$ cat src/rtl/rv0_trap_ctrl_pkg.sv
// Shared rv0 core definitions for the trap controller: CSR addresses, FSM
// states, machine interrupt codes and mstatus bit positions.
package rv0_trap_ctrl_pkg;

  // Machine-mode CSR addresses touched by trap entry and mret
  localparam logic [11:0] CSR_MSTATUS = 12'h300;
  localparam logic [11:0] CSR_MEPC    = 12'h341;
  localparam logic [11:0] CSR_MCAUSE  = 12'h342;
  localparam logic [11:0] CSR_MTVAL   = 12'h343;

  // Machine interrupt exception codes
  localparam logic [3:0] IRQ_CODE_MSI = 4'd3;
  localparam logic [3:0] IRQ_CODE_MTI = 4'd7;
  localparam logic [3:0] IRQ_CODE_MEI = 4'd11;

  // mstatus bit positions
  localparam int MSTATUS_MIE    = 3;
  localparam int MSTATUS_MPIE   = 7;
  localparam int MSTATUS_MPP_LO = 11;
  localparam int MSTATUS_MPP_HI = 12;

  typedef enum logic [2:0] {
    IDLE       = 3'd0,
    WR_MEPC    = 3'd1,
    WR_MCAUSE  = 3'd2,
    WR_MTVAL   = 3'd3,
    WR_MSTATUS = 3'd4,
    REDIRECT   = 3'd5
  } trap_state_e;

endpackage

$ cat src/rtl/rv0_trap_ctrl_irq_prio.sv
// Machine interrupt priority encoder: picks MEI > MSI > MTI from the already
// masked pending lines {MEIP,MTIP,MSIP} and forms the interrupt mcause value.
module rv0_irq_prio
  import rv0_trap_ctrl_pkg::*;
#(
  parameter int XLEN = 32
) (
  input  logic [2:0]      irq_i,
  output logic            valid_o,
  output logic [3:0]      code_o,
  output logic [XLEN-1:0] cause_o
);

  // Fixed-priority selection and cause formation with the interrupt flag in the MSB
  always_comb begin
    valid_o = |irq_i;
    code_o  = '0;
    cause_o = '0;
    if (irq_i[2]) begin
      code_o = IRQ_CODE_MEI;
    end else if (irq_i[0]) begin
      code_o = IRQ_CODE_MSI;
    end else if (irq_i[1]) begin
      code_o = IRQ_CODE_MTI;
    end
    cause_o[XLEN-1] = valid_o;
    cause_o[3:0]    = code_o;
  end

endmodule

$ cat src/rtl/rv0_trap_ctrl.sv
// rv0 machine-mode trap controller. Accepts an exception, interrupt or mret
// while idle, writes mepc/mcause/mtval/mstatus through a ready-gated CSR
// port and then issues a one-cycle PC redirect.
// Build option: define RV0_TRAP_MTVAL_EN to include the mtval write; without
// it the sequence skips mtval and exc_tval_i is ignored.
module rv0_trap_ctrl
  import rv0_trap_ctrl_pkg::*;
#(
  parameter int XLEN = 32
) (
  input  logic            clk_i,
  input  logic            rst_ni,
  input  logic            exc_valid_i,
  input  logic [4:0]      exc_cause_i,
  input  logic [XLEN-1:0] exc_pc_i,
  input  logic [XLEN-1:0] exc_tval_i,
  input  logic [2:0]      irq_i,
  input  logic [XLEN-1:0] irq_pc_i,
  input  logic            mret_i,
  input  logic [XLEN-1:0] mstatus_i,
  input  logic [XLEN-1:0] mtvec_i,
  input  logic [XLEN-1:0] mepc_i,
  output logic            req_ack_o,
  output logic            csr_we_o,
  output logic [11:0]     csr_waddr_o,
  output logic [XLEN-1:0] csr_wdata_o,
  input  logic            csr_wready_i,
  output logic            redirect_valid_o,
  output logic [XLEN-1:0] redirect_pc_o,
  output logic            busy_o
);

  localparam logic [XLEN-1:0] CLR_BIT0 = ~XLEN'(1);
  localparam logic [XLEN-1:0] CLR_BITS10 = ~XLEN'(3);

  trap_state_e state_q, state_d;

  logic            isMret_q;
  logic [XLEN-1:0] pc_q;
  logic [XLEN-1:0] cause_q;
  logic [XLEN-1:0] mstatus_q;
  logic [XLEN-1:0] target_q;
`ifdef RV0_TRAP_MTVAL_EN
  logic [XLEN-1:0] tval_q;
`else
  logic unusedTval;
  assign unusedTval = ^exc_tval_i;
`endif

  logic            irqValid;
  logic [3:0]      irqCode;
  logic [XLEN-1:0] irqCause;
  logic            excTake;
  logic            irqTake;
  logic            accept;
  logic [XLEN-1:0] mtvecBase;
  logic [XLEN-1:0] acceptTarget;
  logic [XLEN-1:0] newStatus;

  rv0_irq_prio #(.XLEN(XLEN)) u_irq_prio (
    .irq_i   (irq_i),
    .valid_o (irqValid),
    .code_o  (irqCode),
    .cause_o (irqCause)
  );

  // Request arbitration while idle; reset low suppresses the accept pulse
  always_comb begin
    excTake = exc_valid_i;
    irqTake = !exc_valid_i && irqValid && mstatus_i[MSTATUS_MIE];
    accept  = rst_ni && (state_q == IDLE) && (exc_valid_i || irqTake || mret_i);
  end

  // Redirect target chosen at acceptance: vectored only for interrupts in mode 01
  always_comb begin
    mtvecBase    = mtvec_i & CLR_BITS10;
    acceptTarget = mtvecBase;
    if (excTake) begin
      acceptTarget = mtvecBase;
    end else if (irqTake) begin
      if (mtvec_i[1:0] == 2'b01) begin
        acceptTarget = mtvecBase + {{(XLEN-6){1'b0}}, irqCode, 2'b00};
      end
    end else begin
      acceptTarget = mepc_i & CLR_BIT0;
    end
  end

  // Capture all request data in the accept cycle
  always_ff @(posedge clk_i or negedge rst_ni) begin
    if (!rst_ni) begin
      isMret_q  <= 1'b0;
      pc_q      <= '0;
      cause_q   <= '0;
      mstatus_q <= '0;
      target_q  <= '0;
`ifdef RV0_TRAP_MTVAL_EN
      tval_q    <= '0;
`endif
    end else if (accept) begin
      isMret_q  <= !excTake && !irqTake;
      mstatus_q <= mstatus_i;
      target_q  <= acceptTarget;
      if (excTake) begin
        pc_q    <= exc_pc_i & CLR_BIT0;
        cause_q <= {{(XLEN-5){1'b0}}, exc_cause_i};
`ifdef RV0_TRAP_MTVAL_EN
        tval_q  <= exc_tval_i;
`endif
      end else if (irqTake) begin
        pc_q    <= irq_pc_i & CLR_BIT0;
        cause_q <= irqCause;
`ifdef RV0_TRAP_MTVAL_EN
        tval_q  <= '0;
`endif
      end
    end
  end

  // New mstatus value derived from the snapshot taken at acceptance
  always_comb begin
    newStatus = mstatus_q;
    if (isMret_q) begin
      newStatus[MSTATUS_MIE]  = mstatus_q[MSTATUS_MPIE];
      newStatus[MSTATUS_MPIE] = 1'b1;
    end else begin
      newStatus[MSTATUS_MPIE] = mstatus_q[MSTATUS_MIE];
      newStatus[MSTATUS_MIE]  = 1'b0;
    end
    newStatus[MSTATUS_MPP_HI:MSTATUS_MPP_LO] = 2'b11;
  end

  // State register
  always_ff @(posedge clk_i or negedge rst_ni) begin
    if (!rst_ni) begin
      state_q <= IDLE;
    end else begin
      state_q <= state_d;
    end
  end

  // Next-state and output decode; CSR outputs come from latched data so they hold while stalled
  always_comb begin
    state_d          = state_q;
    req_ack_o        = 1'b0;
    busy_o           = 1'b1;
    csr_we_o         = 1'b0;
    csr_waddr_o      = '0;
    csr_wdata_o      = '0;
    redirect_valid_o = 1'b0;
    redirect_pc_o    = '0;
    case (state_q)
      IDLE: begin
        busy_o = 1'b0;
        if (accept) begin
          req_ack_o = 1'b1;
          state_d   = (excTake || irqTake) ? WR_MEPC : WR_MSTATUS;
        end
      end
      WR_MEPC: begin
        csr_we_o    = 1'b1;
        csr_waddr_o = CSR_MEPC;
        csr_wdata_o = pc_q;
        if (csr_wready_i) state_d = WR_MCAUSE;
      end
      WR_MCAUSE: begin
        csr_we_o    = 1'b1;
        csr_waddr_o = CSR_MCAUSE;
        csr_wdata_o = cause_q;
`ifdef RV0_TRAP_MTVAL_EN
        if (csr_wready_i) state_d = WR_MTVAL;
`else
        if (csr_wready_i) state_d = WR_MSTATUS;
`endif
      end
`ifdef RV0_TRAP_MTVAL_EN
      WR_MTVAL: begin
        csr_we_o    = 1'b1;
        csr_waddr_o = CSR_MTVAL;
        csr_wdata_o = tval_q;
        if (csr_wready_i) state_d = WR_MSTATUS;
      end
`endif
      WR_MSTATUS: begin
        csr_we_o    = 1'b1;
        csr_waddr_o = CSR_MSTATUS;
        csr_wdata_o = newStatus;
        if (csr_wready_i) state_d = REDIRECT;
      end
      REDIRECT: begin
        redirect_valid_o = 1'b1;
        redirect_pc_o    = target_q;
        state_d          = IDLE;
      end
      default: begin
        state_d = IDLE;
      end
    endcase
  end

endmodule
$ cat config.mk
export PLATFORM = sky130hd
export DESIGN_NAME = rv0_trap_ctrl
export DESIGN_NICKNAME = d
export VERILOG_FILES = /design/src/rtl/rv0_trap_ctrl_pkg.sv /design/src/rtl/rv0_trap_ctrl_irq_prio.sv /design/src/rtl/rv0_trap_ctrl.sv
export SDC_FILE = /design/constraint.sdc
export NUM_CORES = 1
export LEC_CHECK = 0
export CAP_MARGIN = 20
export CORE_MARGIN = 2
export CORE_UTILIZATION = 40
export DETAILED_ROUTE_END_ITERATION = 6
export PLACE_DENSITY_LB_ADDON = 0.25
export SLEW_MARGIN = 5
export SYNTH_ARGS = -nofsm -noshare
export SYNTH_HDL_FRONTEND = slang
export SYNTH_HIERARCHICAL = 1
export SYNTH_SLANG_ARGS = --single-unit
$ cat constraint.sdc
create_clock -name clk_i -period 4.2 [get_ports clk_i]
set_input_delay 1.26 -clock clk_i [delete_from_list [all_inputs] [get_ports clk_i]]
set_output_delay 1.26 -clock clk_i [all_outputs]
set_load 0.1 [all_outputs]
# [Word-level counts from Yosys, hierarchy flattened]
# Index checks and enable logic that the tools add are counted.
[word_totals] reg_bits=132 out_inout_bits=80 elab_cells=57
[op_classes] add_sub_neg=1 eq_ne=9 n_mux=26 n_reduce_logical=15
[ops] cell="two-way mux 32 bit" n=8
[ops] cell="case mux 32 bit (3 select lines)" n=1
[ops] cell="adder 32 x 6 -> 32 bit" n=1
[ops] cell="case mux 10 bit (3 select lines)" n=1
[ops] cell="two-way mux 3 bit" n=6
[ops] cell="case mux 3 bit (4 select lines)" n=1
[ops] cell="two-way mux 4 bit" n=2
[ops] cell="inequality test 2 bit, second input constant" n=4
[ops] cell="two-way mux 1 bit" n=7
[ops] cell="equality test 3 bit, second input constant" n=2
[ops] cell="OR reduction 3 bit" n=2
[ops] cell="logical AND 1 bit" n=5
[ops] cell="AND reduction 4 bit" n=1
[ops] cell="equality test 3 x 1 -> 1 bit, second input constant" n=1
[ops] cell="equality test 3 x 2 -> 1 bit, second input constant" n=1
[ops] cell="zero test 3 bit" n=1
[ops] cell="equality test 2 x 1 -> 1 bit, second input constant" n=1
[ops] cell="zero test 1 bit" n=2
[ops] cell="logical OR 1 bit" n=2
[ops] cell="AND reduction 2 bit" n=1
[ops] cell="nonzero test 2 bit" n=1

# [Depth between registers and ports, before layout]
# Gate-level depths: netlist (run 1).
[logic_depth] depth_word=8 ltp_mapped=10 ltp_nobuf=8

# [Modules after synthesis]
# Netlist (run 1), hierarchy kept.
[modules_own_cells] module="rv0_trap_ctrl" instances=1 cells_each=831 area_per_inst_um2=7315.8 seq_area_each_um2=3203.1
[modules_own_cells] module="rv0_irq_prio" instances=1 cells_each=38 area_per_inst_um2=280.3 seq_area_each_um2=0.0

# [Worst setup path before layout (run 1)]
# No wires, ideal clock.
[synth_timing] kind="register to output" from="register state_q[0]" to="output port csr_wdata_o[10]" t_arrival_ns=3.291 required_time_ns=2.940 slack_ns=-0.351 path_stages_with_launch=7 n_path_buf=3 cell_sequence="dfrtp_1 > buf_2 > nor2b_1 > clkbuf_1 > buf_2 > a22oi_1 > o21ai_0"
[synth_via] elab_chain_cells=2 word_cells_on_any_way=4
[synth_lines] element="start: declaration" line="rv0_trap_ctrl.sv:36" source="trap_state_e state_q, state_d;"
[synth_lines] element="start signal: assignment" line="rv0_trap_ctrl.sv:138" source="state_q <= state_d;"
[synth_lines] element="equality test 3 bit (tied with other cells)" line="rv0_trap_ctrl.sv:152" source="case (state_q)"
[synth_lines] element="case mux 32 bit (3 select lines) (*)" line="rv0_trap_ctrl.sv:152"
[synth_lines] element="end: declaration" line="rv0_trap_ctrl.sv:26" source="output logic [XLEN-1:0] csr_wdata_o,"
# Every way passes the cells marked *; elsewhere a longest branch is shown, timed or not.

# [Final worst setup path (run 1)]
[layout_timing] from="input port irq_i[0]" to="output port req_ack_o"
[layout_via] elab_chain_cells=8
[layout_lines] element="start: declaration" line="rv0_trap_ctrl.sv:17" source="input logic [2:0] irq_i,"
[layout_lines] element="OR reduction 3 bit" line="rv0_trap_ctrl_irq_prio.sv:16" source="valid_o = |irq_i;"
[layout_lines] element="named net irqValid" line="rv0_trap_ctrl.sv:50" source="logic irqValid;"
[layout_lines] element="logical AND 1 bit (2 in series)" line="rv0_trap_ctrl.sv:70" source="irqTake = !exc_valid_i && irqValid && mstatus_i[MSTATUS_MIE];"
[layout_lines] element="logical OR 1 bit (2 in series)" line="rv0_trap_ctrl.sv:71" source="accept = rst_ni && (state_q == IDLE) && (exc_valid_i || irqTake || mret_i);"
[layout_lines] element="logical AND 1 bit" line="rv0_trap_ctrl.sv:71"
[layout_lines] element="two-way mux 1 bit" line="rv0_trap_ctrl.sv:155" source="if (accept) begin"
[layout_lines] element="two-way mux 1 bit" line="rv0_trap_ctrl.sv:152"
[layout_lines] element="end: declaration" line="rv0_trap_ctrl.sv:23" source="output logic req_ack_o,"
# The timed path passes the listed nets, and every way through them passes these cells.

==> results.toml, run 1 <==
[setup_path]
cpMaxStageDelayCell = "or3_1"
rrSetupSlack_ps = 1680
cp_max_fo = 4
path_cells = "clkdlybuf4s50_1, or3_1, a21o_1, o21ai_4, inv_2, buf_12"
cp.arrival_ps = 2870
slowest_delay_ps = 460
path_class = "primary input to output pin"
cp-start-kind = "primary input"
end_kind = "output pin"
required_ps = 2940

[layout]
layout_commonest_cell = "nand2_1"
layout.nets = 1287
drive_gt1_share_pct = 13.6
fill_cells = 1609
layout_common_cells = "nand2_1, clkdlybuf4s50_1, dfrtp_1"
area_growth_pct = 48.2
multi_input_area_sq_um = 3910
final-seq-area_sq_um = 3200

[sta]
clock.fmax_ghz = 0.242
slew_violations = 0
worst_pin_slew_ps = 1080
finalSetupTns_ps = 0
setup_viol = 0
rsz0062_at_grt = "no"
whs_ps = 454
hold_violations = 0
fin_crit_ps = 4130
fin_crit_sh_pct = 98.3
relSlewSlack_pct = 27.7
fin_skew_ps = 8.43

[floorplan]
fp.dieArea_sq_um = 20100
io_pins = 285
initial_core_util_pct = 40.7
die_x_microns = 142
rows = 50
fp.coreArea_sq_um = 18600
die_h_microns = 142

[grt]
overflow = 0
grt_pass1_wl_microns = 36800
antenna_found_initial = 2
track_usage_pct = 23.4
grt_max_degree = 79
grt_pass1_vias = 6828

[outcome]
outcome = "finished clean"

[pwr]
leakage_nw = 4.86
peakVddDrop_mv = 0.776
powerDensity_nw_per_um2 = 770

[clock_network]
root_buffer = "clkbuf_16"
worstSkewPairLatency_ps = 410
path_clk_slew_ps = 60
cts_tree = "built"
h-tree-depth = 4
post_cts_resized = 0
cts_hold_buf = 0
clk_path_buf_depth = 2
postCtsSetupBuffers = 0
cts_made_buffers = 17
cts.sink_count = 128

[drt]
vias = 6993
wirelength_microns = 22700
drt-initial-drc-count = 486
vias_per_cell = 5.27
wire_per_inst_microns = 17.1
drt_first_pass_iters = 6
drc_errors = 0
detail-route-antenna-nets = 0

[logic_synthesis]
synth.area.top_cells = "dfrtp_1, nand2_1, o21ai_0, mux2i_1, buf_4"
ys_warn_count = 6
synth-edff-count = 0
synthFlopType = "dfrtp_1"
syn_area_per_cell_sq_um = 8.74
synth_area_sq_um = 7600
synthCells = 869
yosys_register_bits = 128
synth.top_cell.area_share_pct = 42.2
synth_cell_types = 58
synthArstFlopShare_pct = 100
synth_largest_area_cell = "dfrtp_1"
yosysSeqAreaShare_pct = 42.2

[hold_path]
min_path_type = "flop to flop"

[job]
maxCapViolations = 0

[placed_design]
io_buffer_count = 239
dp_hpwl_microns = 15800
gp_congestion = 0.877
-- worst max-delay path: cells and delay by family --
kind            cells  cell delay (ps)
compound gates      2              460
simple gates        1              460
buf+inv             3              690
-- worst paths after layout --
path | startpoint | cells past startpoint | to
worst max-delay path | irq_i[0] | 6 | req_ack_o
worst min-delay path | target_q[1] | 2 | target_q[1]
worst max register to register | state_q[2] | 7 | target_q[7]
worst min register to register | target_q[1] | 2 | target_q[1]
max in group asynchronous | rst_ni | 3 | state_q[2]
min in group asynchronous | rst_ni | 2 | target_q[8]
-- synth_stat cells (2+ instances only) --
cell type  number
nand2b_1       18
a21o_1          4
nor4_1          2
o221ai_1        2
o22ai_1        15
nor3_1          3
a31oi_1         2
or3_1           2
o21ai_0        78
buf_2          32
xnor2_1         6
o211ai_1        7
inv_1           5
clkbuf_1       28
nor2b_1         6
and2_1         33
nand3_1        14
conb_1          2
a221oi_1       14
nor2_1         28
a22o_1         27
buf_4          46
a2111oi_0       2
o22a_1          2
ha_1            4
o2bb2ai_1       2
nand2_1       188
a211oi_1        3
mux2i_1        37
a21oi_1        14
buf_1           2
o21ai_1        14
a22oi_1        31
nor3_2          3
dfrtp_1       128
and3_1          6
nand4_1        20
nor3b_1         2
xor2_1         18
-- where the power goes --
group / internal (mW) / switching (mW)
combinational: 1.74 / 3.32
sequential: 1.83 / 0.371
clock: 0.838 / 0.572
-- through the flow --
stage	instances	utilization (%)	instance area, sq um	total power [mW]	worst slack, ps
2_1_floorplan	902	-	7720	5.49	210
3_3_place_gp	1292	57.3	10700	7.22	128
3_5_place_dp	1292	57.3	10700	7.30	92.9
4_1_cts	1324	60.4	11300	8.74	77.2
5_1_grt	1326	60.4	11300	9.14	0.970
6_report	1326	60.4	11300	8.67	72.3
-- kinds of logic (layout without fill, tap and decap cells) --
logic type	Yosys count	after routing	synth area share, %
and+or+nand+nor	335	335	21.3
AOI/OAI and AO/OA	224	224	19.4
DFF	128	128	42.2
buffers and inverters	114	302	8.43
muxes	37	37	4.88
xor gates and xnor gates	24	24	2.77
adders and majority gates	5	5	0.922
other	2	37	0.0989
-- state kept, by name (all words and copies together) (netlist names) --
name,flops
isMret_q,1
pc_q,31
state_q,3
cause_q,32
target_q,31
mstatus_q,30
-- routing by layer --
layer	vias up	part of all wire, %	GRT usage (%)
met3	27	5.3	4.62
li1	3404	-	-
met2	225	49	38.0
met4	0	2.2	7.05
met1	3337	44	31.7
met5	-	0	0
-- cell type report --
| cell class | instances | area share (%) |
|---|---|---|
| multi-input combinational | 660 | 34.7 |
| timing repair buffer | 264 | 28.9 |
| sequential | 128 | 28.5 |
| clock buffer | 18 | 3.90 |
| tap | 234 | 2.60 |
| clock inverter | 14 | 1.20 |
| inverter | 6 | 0.200 |
| antenna | 2 | 0.0445 |
Note: power is estimated with default switching activity, not from simulation.
==> run 2: changes to the inputs <==
Settings changed: RECOVER_POWER set to 25.
==> run 2 against run 1 <==
  * Setup slack about the same
  * Sequential power about the same
  * Highest routed layer unchanged
  * Worst hold slack hardly changed
  * Critical path type unchanged
  * Power hardly changed
  * Fmax unchanged
  * Critical path depth is the same
  * Via count about the same
  * Non-clock buffer count unchanged
  * Die area is the same
  * Sequential share of layout area about the same
  * Clock power about the same
==> results.toml, run 2 (synthesis gave the netlist of run 1 again) <==
[sta]
worst_pin_slew_ps = 1470
relSlewSlack_pct = 2.09
whs_ps = 454
hold_violations = 0
fin_crit_sh_pct = 98.3
rsz0062_at_grt = "no"
clock.fmax_ghz = 0.242
fin_skew_ps = 9.04
setup_viol = 0
setup_slack_ps = 72.3
slew_violations = 0
finalSetupTns_ps = 0
fin_crit_ps = 4130

[grt]
grt_pass1_wl_microns = 36800
grt_max_degree = 79
antenna_found_initial = 2
overflow = 0
grt_pass1_vias = 6828
track_usage_pct = 23.4

[floorplan]
initial_core_util_pct = 40.7
io_pins = 285
fp.coreArea_sq_um = 18600
rows = 50
fp.dieArea_sq_um = 20100
die_x_microns = 142
die_h_microns = 142

[clock_network]
worstSkewPairLatency_ps = 410
cts_made_buffers = 17
cts.sink_count = 128
cts_tree = "built"
post_cts_resized = 0
h-tree-depth = 4
clk_path_buf_depth = 2
postCtsSetupBuffers = 0
cts_hold_buf = 0
root_buffer = "clkbuf_16"
path_clk_slew_ps = 60

[setup_path]
cp_max_fo = 4
path_class = "primary input to output pin"
cp-start-kind = "primary input"
required_ps = 2940
cp.arrival_ps = 2870
end_kind = "output pin"
rrSetupSlack_ps = 1680

[layout]
layout_commonest_cell = "nand2_1"
layout.nets = 1287
fin_cells = 1326
drive_gt1_share_pct = 13.6
postLayoutCellArea_sq_um = 11300
area_growth_pct = 48.2
final_core_utilization_pct = 60.4
layout_common_cells = "nand2_1, clkdlybuf4s50_1, dfrtp_1"
largest_reg_flops = 32
reg_top3 = "cause_q: 32 flops, pc_q: 31 flops, target_q: 31 flops"
top_register = "cause_q"

[pwr]
peakVddDrop_mv = 0.776
powerDensity_nw_per_um2 = 770
leakage_nw = 4.86
power_mw = 8.67

[drt]
vias_per_cell = 5.27
vias = 6987
wirelength_microns = 22700
wire_per_inst_microns = 17.1
drt-initial-drc-count = 467
detail-route-antenna-nets = 0
drc_errors = 0
drt_first_pass_iters = 5

[placed_design]
place_inst = 1292
gp_congestion = 0.877
io_buffer_count = 239
placed_area_sq_um = 10700
dpl_worst_slack_ps = 92.9
dp_hpwl_microns = 15800

[job]
maxCapViolations = 0

[outcome]
outcome = "finished clean"

[hold_path]
min_path_type = "flop to flop"
-- run 2: changes by cell type in the layout (fill, tap and decap cells not counted), sizes merged --
cell,previous run,this run
buf,99,98
clkbuf,18,19
clkdlybuf4s50,165,164
dlygate4sd3,0,1
-- run 2: critical path: stages --
cell and delay (ps):
clkdlybuf4s50_1 430, or3_1 460, a21o_1 280, o21ai_4 180
inv_2 90, buf_12 170
-- run 2: final timing paths --
check,startpoint,end,cells after the start
setup reg to reg,state_q[2],target_q[7],7
setup / recovery,irq_i[0],req_ack_o,6
hold / removal,target_q[1],target_q[1],2
min in group asynchronous,rst_ni,target_q[8],2
max in group asynchronous,rst_ni,state_q[2],3
hold reg to reg,target_q[1],target_q[1],2
-- run 2: cell type report --
type	count	area (sq um)
clock buffer	18	439
antenna	2	5.00
timing repair buffer	264	3250
sequential	128	3200
tap	234	293
fill	1610	7390
multi-input combinational	660	3910
inverter	6	22.5
clock inverter	14	135
-- run 2: where the power goes --
group          total [mW]  switching, mW  internal [mW]
combinational        5.06           3.32           1.74
sequential           2.20          0.370           1.83
clock                1.41          0.575          0.838
total                8.67           4.26           4.41
-- run 2: per-layer routing --
| metal | part of all wire [%] | global-route usage, % | vias up |
|---|---|---|---|
| li1 | - | - | 3408 |
| met1 | 44 | 31.7 | 3346 |
| met2 | 49 | 38.0 | 207 |
| met3 | 5.1 | 4.62 | 26 |
| met4 | 2.3 | 7.05 | 0 |
| met5 | 0 | 0 | - |
==> run 3: changes to the inputs <==
Settings changed: SKIP_CTS_REPAIR_TIMING set to 1.
==> results of run 3 <==
The final DEF is identical to that of run 2; final timing and power are the same.
